==> src/rtl/cpu_pkg.sv <==
// Shared CPU front-end definitions: address/instruction widths, reset PC default,
// fetch FSM encoding and the {pc, instr} queue entry.
package cpu_pkg;

    localparam int ADDR_W  = 32;
    localparam int INSTR_W = 32;

    localparam logic [ADDR_W-1:0] RESET_PC_DEF = 32'h0000_0000;

    typedef enum logic [1:0] {
        ST_BOOT  = 2'd0,
        ST_FETCH = 2'd1,
        ST_DRAIN = 2'd2
    } fetch_state_t;

    typedef struct packed {
        logic [ADDR_W-1:0]  pc;
        logic [INSTR_W-1:0] instr;
    } fetch_entry_t;

    // Sequential PC; wraps modulo 2^32.
    function automatic logic [ADDR_W-1:0] pc_plus4(input logic [ADDR_W-1:0] pc);
        return pc + 32'd4;
    endfunction

endpackage

==> src/rtl/fetch_queue2.sv <==
// Two-entry FIFO of fetched {pc, instr}; the head entry is held in its own
// registers so the IF/ID outputs never depend combinationally on the push data.
module fetch_queue2
    import cpu_pkg::*;
(
    input  logic               clk,
    input  logic               rst_n,
    input  logic               push,
    input  logic               pop,
    input  logic               flush,
    input  fetch_entry_t       push_data,
    output logic [1:0]         count,
    output logic               head_valid,
    output logic [ADDR_W-1:0]  head_pc,
    output logic [INSTR_W-1:0] head_instr,
    output logic [ADDR_W-1:0]  head_pc_plus4
);

    logic [1:0]        r_count;
    fetch_entry_t      r_head;
    fetch_entry_t      r_tail;
    logic [ADDR_W-1:0] r_head_pc4;
    logic              w_pop;

    assign w_pop = pop && (r_count != 2'd0);

    always_ff @(posedge clk or negedge rst_n) begin
        if (!rst_n) begin
            r_count    <= 2'd0;
            r_head     <= '0;
            r_tail     <= '0;
            r_head_pc4 <= 32'd4;
        end else if (flush) begin
            r_count <= 2'd0;
        end else begin
            case ({push, w_pop})
                2'b10: begin
                    if (r_count == 2'd0) begin
                        r_head     <= push_data;
                        r_head_pc4 <= pc_plus4(push_data.pc);
                    end else begin
                        r_tail <= push_data;
                    end
                    r_count <= r_count + 2'd1;
                end
                2'b01: begin
                    r_head     <= r_tail;
                    r_head_pc4 <= pc_plus4(r_tail.pc);
                    r_count    <= r_count - 2'd1;
                end
                // Simultaneous push/pop: the new word goes behind whatever remains.
                2'b11: begin
                    if (r_count == 2'd1) begin
                        r_head     <= push_data;
                        r_head_pc4 <= pc_plus4(push_data.pc);
                    end else begin
                        r_head     <= r_tail;
                        r_head_pc4 <= pc_plus4(r_tail.pc);
                        r_tail     <= push_data;
                    end
                end
                default: ;
            endcase
        end
    end

    assign count         = r_count;
    assign head_valid    = (r_count != 2'd0);
    assign head_pc       = r_head.pc;
    assign head_instr    = r_head.instr;
    assign head_pc_plus4 = r_head_pc4;

endmodule

==> src/rtl/pc_fetch_unit.sv <==
// PC register and instruction-fetch front end: one outstanding imem request at
// a time, redirect handling with a drain state, results buffered in fetch_queue2.
module pc_fetch_unit
    import cpu_pkg::*;
#(
    parameter logic [ADDR_W-1:0] RESET_PC = RESET_PC_DEF,
    parameter int                DEPTH    = 2
) (
    input  logic               clk,
    input  logic               rst_n,
    input  logic               redirect_valid,
    input  logic [ADDR_W-1:0]  redirect_pc,
    output logic               imem_req,
    output logic [ADDR_W-1:0]  imem_addr,
    input  logic               imem_ack,
    input  logic [INSTR_W-1:0] imem_rdata,
    output logic               if_valid,
    input  logic               if_ready,
    output logic [INSTR_W-1:0] if_instr,
    output logic [ADDR_W-1:0]  if_pc,
    output logic [ADDR_W-1:0]  if_pc_plus4
);

    fetch_state_t      r_state;
    logic [ADDR_W-1:0] r_pc_q;
    logic [ADDR_W-1:0] r_req_addr;
    logic              r_outst;

    logic [ADDR_W-1:0] w_redir_pc;
    logic [1:0]        w_count;
    logic              w_can_req;
    logic              w_push;
    logic              w_flush;
    logic              w_unused_ok;

    assign w_redir_pc  = {redirect_pc[ADDR_W-1:2], 2'b00};
    assign w_unused_ok = ^redirect_pc[1:0];

    // With no request outstanding, a free slot is the only gate needed.
    assign w_can_req = (int'({30'd0, w_count}) < DEPTH);
    assign w_push    = (r_state == ST_FETCH) && r_outst && imem_ack && !redirect_valid;
    assign w_flush   = redirect_valid && (r_state != ST_BOOT);

    always_ff @(posedge clk or negedge rst_n) begin
        if (!rst_n) begin
            r_state    <= ST_BOOT;
            r_pc_q     <= RESET_PC;
            r_req_addr <= RESET_PC;
            r_outst    <= 1'b0;
        end else begin
            case (r_state)
                ST_BOOT: begin
                    r_state <= ST_FETCH;
                end
                ST_FETCH: begin
                    if (redirect_valid) begin
                        r_pc_q <= w_redir_pc;
                        // An unanswered request must still be completed on the old address.
                        if (r_outst && !imem_ack) begin
                            r_state <= ST_DRAIN;
                        end else begin
                            r_outst <= 1'b0;
                        end
                    end else if (r_outst && imem_ack) begin
                        r_pc_q  <= pc_plus4(r_req_addr);
                        r_outst <= 1'b0;
                    end else if (!r_outst && w_can_req) begin
                        r_req_addr <= r_pc_q;
                        r_outst    <= 1'b1;
                    end
                end
                ST_DRAIN: begin
                    if (redirect_valid) begin
                        r_pc_q <= w_redir_pc;
                    end
                    if (imem_ack) begin
                        r_outst <= 1'b0;
                        r_state <= ST_FETCH;
                    end
                end
                default: begin
                    r_state <= ST_BOOT;
                    r_outst <= 1'b0;
                end
            endcase
        end
    end

    assign imem_req  = r_outst;
    assign imem_addr = r_req_addr;

    fetch_queue2 u_queue (
        .clk           (clk),
        .rst_n         (rst_n),
        .push          (w_push),
        .pop           (if_ready),
        .flush         (w_flush),
        .push_data     ({r_req_addr, imem_rdata}),
        .count         (w_count),
        .head_valid    (if_valid),
        .head_pc       (if_pc),
        .head_instr    (if_instr),
        .head_pc_plus4 (if_pc_plus4)
    );

endmodule

==> config.mk <==
export PLATFORM = sky130hd
export DESIGN_NAME = pc_fetch_unit
export DESIGN_NICKNAME = d
export VERILOG_FILES = /design/src/rtl/cpu_pkg.sv /design/src/rtl/fetch_queue2.sv /design/src/rtl/pc_fetch_unit.sv
export SDC_FILE = /design/constraint.sdc
export NUM_CORES = 1
export LEC_CHECK = 0
export BUFFER_PORTS_ARGS = -buffer_cell sky130_fd_sc_hd__buf_2
export CAP_MARGIN = 20
export CORE_MARGIN = 1.5
export CORE_UTILIZATION = 40
export DETAILED_ROUTE_END_ITERATION = 16
export SLEW_MARGIN = 20
export SYNTH_ARGS = -nofsm -noshare
export SYNTH_HDL_FRONTEND = slang
export SYNTH_SLANG_ARGS = --single-unit
==> constraint.sdc <==
create_clock -name clk -period 4.35 [get_ports clk]
set_input_delay 0.2175 -clock clk [delete_from_list [all_inputs] [get_ports clk]]
set_output_delay 0.2175 -clock clk [all_outputs]
set_load 0.01 [all_outputs]
# After elaboration in Yosys (flattened, before gate mapping)
# Index checks and enable logic that the tools add are counted.
# classes
addsub	4
magnitude_cmp	1
n_eq_ne	16
muxes	25
bitwise	4
n_reduce_logical	25
# op_table
cell	n
$mux 64	4
$pmux 64 s3	1
$mux 32	5
$pmux 64 s2	1
$pmux 32 s3	1
$add 32x3->32 const B	2
$pmux 32 s2	1
$reduce_and 4->1	3
$ne 2x2->1 const B	5
$reduce_and 3->1	3
$logic_and 1x1->1	8
$mux 2	4
$reduce_bool 2->1	4
$eq 2x1->1 const B	3
$eq 2x2->1 const B	3
$pmux 2 s3	1
$reduce_bool 3->1	2
$mux 1	5
$logic_not 2->1	2
$ne 2x1->1 const B	2
$ne 4x2->1 const B	1
$not 1->1	4
$pmux 2 s2	1
$logic_not 1->1	3
other kinds (6)	6
# totals
reg_bits	229
in_bits	69
output_inout_bits	130
elab_cells	85

# Depth between registers and ports, before layout
# logic_depth
depth_word	7
ltp_mapped	14
mapped_depth_nobuf	10

# Modules after synthesis
# From an unflattened synthesis, not the netlist that was laid out.
# hier_totals
cells_unflattened	1155
hier_area_um2	11390.9
# by_module_without_submodules
module	n_inst	cells_each	area_per_inst_um2	seq_area_each_um2
fetch_queue2	1	825	7902.6	4005.1
pc_fetch_unit	1	330	3488.3	1676.6

# Least setup slack after synthesis
# No wires, ideal clock.
# synth_timing
path_type	register to register
start	register r_state[0]
end	register u_queue.r_tail[0] (netlist bit)
setup_time_ns	0.125
arrival_time_ns	3.068
slack_ns	1.158
stages_incl_launch_ff	13
path_buffers	3
cell_sequence	dfrtp_1 -> clkbuf_1 -> nor2b_1 -> a32oi_1 -> nand2b_1 -> inv_1 -> ha_1 -> nand2_1 -> o211ai_1 -> nor2_1 -> buf_1 -> clkbuf_1 -> mux2_2
# synth_via
elab_chain_len	7
elab_cells_between_ends	14
cone_classes	eq/ne: 5; mux: 1; bitwise: 1; reduce/logical: 7
# synth_lines
item	line_no	source
start, declared	pc_fetch_unit.sv:24	fetch_state_t r_state;
start signal, assigned	pc_fetch_unit.sv:46	r_state <= ST_BOOT;
start signal, assigned	pc_fetch_unit.sv:53	r_state <= ST_FETCH;
start signal, assigned	pc_fetch_unit.sv:60	r_state <= ST_DRAIN;
$eq 2x1->1	pc_fetch_unit.sv:41	assign w_push = (r_state == ST_FETCH) && r_outst && imem_ack && !redirect_valid;
$logic_and 1x1->1 (3 in a row)	pc_fetch_unit.sv:41	
$eq 2x2->1	fetch_queue2.sv:36	case ({push, w_pop})
$ne 2x2->1 (no source line) or $reduce_bool 2->1 (tied branches)	n/a	
$reduce_and 4->1 (no source line)	n/a	
end signal, assigned	fetch_queue2.sv:42	r_tail <= push_data;
end signal, assigned	fetch_queue2.sv:59	r_tail <= push_data;
end, declared	fetch_queue2.sv:21	fetch_entry_t r_tail;
# Parallel ways exist; a longest one is shown, timed or not.
# A chain may end at the register's enable or synchronous reset.

# Worst setup path after layout
# layout_timing
start	register r_state[0]
end	register u_queue.r_head_pc4[16] (netlist: u_queue.head_pc_plus4[16])
# layout_via
elab_chain_len	7
elab_cells_between_ends	14
cone_classes	eq/ne: 5; mux: 1; bitwise: 1; reduce/logical: 7
# layout_lines
item	line_no	source
$eq 2x1->1	pc_fetch_unit.sv:41	
$logic_and 1x1->1 (3 in a row)	pc_fetch_unit.sv:41	
$eq 2x2->1 or $eq 2x1->1 (tied branches)	fetch_queue2.sv:36	
$ne 2x1->1 (no source line) or $reduce_bool 3->1 (tied branches)	n/a	
$reduce_and 3->1 (no source line)	n/a	
end signal, assigned	fetch_queue2.sv:40	r_head_pc4 <= pc_plus4(push_data.pc);
end signal, assigned	fetch_queue2.sv:48	r_head_pc4 <= pc_plus4(r_tail.pc);
end signal, assigned	fetch_queue2.sv:55	r_head_pc4 <= pc_plus4(push_data.pc);
end, declared	fetch_queue2.sv:22	logic [ADDR_W-1:0] r_head_pc4;
# Parallel ways exist; a longest one is shown, timed or not.

==> run metrics <==
run status=completed; PwrDens=737.3 nW/µm²; Synth Cell Area=10,770 µm²; clock skew=0.02110 ns; critical path's largest stage delay=0.64 ns; Post-Synth Simple-Gate Area=15.13%; Period Utilization, post-route=74.84%; Reg clk slew, reported paths=0.06 ns; top cells by area, synth=dfrtp_1, mux2_2, nor2_1; R2R Setup Slk=1.09 ns; share of the synthesized area in the top cell type=52.53%; Slew @ Worst Pin=0.9679 ns; FF+latch count, synth=227; placed cell areas=12,030 µm²; Post-synth EDFFs=0; IO buf count=196; mean area per synthesized cell=10.47 µm²; Num CTS Buffers=27; Fmax=0.3072 GHz; Total Routing Usage GR=21.75%; leading area contributor after synthesis=dfrtp_1; Die X-Extent=167.1 µm; worst endpoint required time=4.80 ns; sequential share of the synthesized area=52.78%; critical path's slowest cell=buf_4; Ys Warns=0; Clock Tree Buf Depth=3; die area=27,910 µm²; Post-Syn Instances=1,028; DR WL/cell=19.28 µm; worst path arrival time=3.70 ns; max_cap viols=0; via/cell ratio=5.525; # IOs=199; Post-CTS Repair Setup Buffers=0; most common cell in the netlist=dfrtp_1; Clock Sinks=227; RSZ-0062 raised after global routing=no; post-synthesis async set-or-reset flop share=100.0%; Clk Latency, worst-skew pair=0.53 ns; crit path to=u_queue.head_pc_plus4[16]; worst setup path start=r_state[0]; first-pass GRT wire length=48,290 µm; Lkg Pwr=5.797 nW; worst path cell trace=nor2b_1, a32oi_4, nand2b_1, inv_1, ha_1, nand2_1, nand2_2, buf_4, a221oi_1, nor2_1; root buffer cell=clkbuf_16; crit end category=flop; Site Rows=59; Final Hold Fails=0; Max Slew Vio Count=0; crit path time final=3.256 ns; initial drt markers=551; Post-Synth XOR/XNOR Area=3.742%; Synth cell types=52; VDD IR max=0.0004621 V; Post-Route WL=30,530 µm; RR Endpoint=u_queue.head_pc_plus4[16]; largest net degree at the start of global routing=128; Reg2Reg Depth=10; commonest cells in the netlist=dfrtp_1, nor2_1, mux2_2; Setup CP Type=reg2reg; final routed DRC violation total=0; Post-layout nets=1,304; adder-cell share of the synthesized area=0.9298%; setup TNS=0 ns; vias in the first global route=8,653; design area=13,310 µm²; GP Congestion=0.8465; Mapped Nets=1,105; Starting Density=41.08%; vias=8,752; antenna-violating nets left=0; Crit Path Max Fanout=49; setup violators final=0; DP Wirelength=19,590 µm; area delta synth->final=23.63%; GRT overflow=0; post-CTS sizing=0; crit start category=flop; # H-tree levels=1; RR Startpoint=r_state[0]; CTS Hold Bufs=41; initial antenna violation count=3; layout cells sized above 1=28.97%; max_slew headroom=35.48%; main combinational cell family by area after synthesis=simple AND/OR/NAND/NOR gates; Core Area=26,210 µm²; post-synthesis mux area share=9.798%; chip height=167.1 µm; Synth Area in Compound Gates=14.12%; drt pass-1 iters=5; Top FF cell, synth=dfrtp_1; CTS tree=done; Tightest Hold Check Type=in2reg
==> how the worst min path moves through the flow <==
stage / startpoint / to / slack (ns) / cells past startpoint
floorplan: rst_n / imem_addr[0] / -0.08 / 0
global placement: rst_n / u_queue.r_tail[32] / 0.41 / 1
detailed placement: rst_n / u_queue.head_pc_plus4[1] / 0.41 / 1
CTS: redirect_pc[24] / r_pc_q[24] / 0.0003 / 3
global route: redirect_pc[2] / r_pc_q[2] / 0.03 / 4
finish: redirect_pc[5] / r_pc_q[5] / 0.02 / 3
==> cell families (layout without fill, tap and decap cells) <==
family	count (synthesis)	in the layout
mux	94	94
simple gates	353	353
flops	227	227
xor+xnor	46	46
fa+ha+maj	8	8
compound gates	204	204
buf+inv	96	314
other cells	0	3
==> routing by layer <==
metal  vias up  part of all wire [%]  routed length, µm  track usage (%)
li1       4124                     -                  -                -
met1      4341                    44              13340            28.68
met2       242                    47              14310            35.40
met3        45                   6.6               2002            4.705
met4         0                   2.9                884            7.668
met5         -                     0                  0                0
==> state kept, by name, indices dropped and copies added (netlist names) <==
register	cells
u_queue.head_pc	30
imem_req	1
u_queue.head_instr	32
u_queue.head_pc_plus4	32
imem_addr	32
r_state	2
r_pc_q	32
u_queue.count	2
u_queue.r_tail	64
==> cell type report <==
type | instances | area (µm²)
Inverter | 11 | 41.29
Sequential cell | 227 | 5682
Clock buffer | 41 | 818.3
Antenna cell | 3 | 7.507
Clock inverter | 7 | 41.29
Fill cell | 2388 | 12900
Tap cell | 335 | 419.2
Multi-Input combinational cell | 705 | 4767
Timing Repair Buffer | 255 | 1533
==> critical path: cells and delay by family, from the launching register on <==
family | cells | cell delay (ns)
compound gates | 2 | 0.39
fa+ha+maj | 1 | 0.26
buf+inv | 2 | 0.77
flops | 1 | 0.49
simple gates | 5 | 1.25
==> placed cells by master (no fill, tap or decap), types with 6 or more instances in the layout <==
master,synthesis,routed
nand3_1,19,19
nand2_1,64,63
buf_2,7,195
buf_4,2,17
nand4_1,26,26
dlygate4sd3_1,0,41
o31ai_1,7,7
xnor2_1,20,20
o211ai_1,8,8
o21a_1,11,11
a21oi_1,12,12
a211oi_1,10,10
ha_1,8,8
mux2_2,91,91
o221ai_1,15,15
clkbuf_16,0,27
nor3_1,13,12
xor2_1,26,26
and3_1,6,6
a21o_1,14,14
clkbuf_8,0,9
nor2_1,174,172
inv_1,11,11
and4_1,7,7
dfrtp_1,226,226
nor4_1,13,13
a221oi_1,67,67
o21ai_0,35,35
==> where the power goes <==
part	internal (mW)	switching, mW
combinational	1.63	1.95
clock	1.29	0.874
sequential	3.12	0.956
==> through the flow <==
stage | power (mW) | hold slack, ns | std cells | setup WS [ns] | util, %
floorplan | 6.257 | -0.07809 | 1028 | 1.158 | -
global placement | 7.577 | 0.4061 | 1491 | 1.170 | 45.90
detailed placement | 7.687 | 0.4078 | 1492 | 1.082 | 45.91
CTS | 9.906 | 0.0002998 | 1581 | 1.057 | 50.76
global route | 10.48 | 0.02549 | 1582 | 0.8170 | 50.77
finish | 9.813 | 0.02316 | 1584 | 1.094 | 50.79
(Power assumes the default switching activity.)
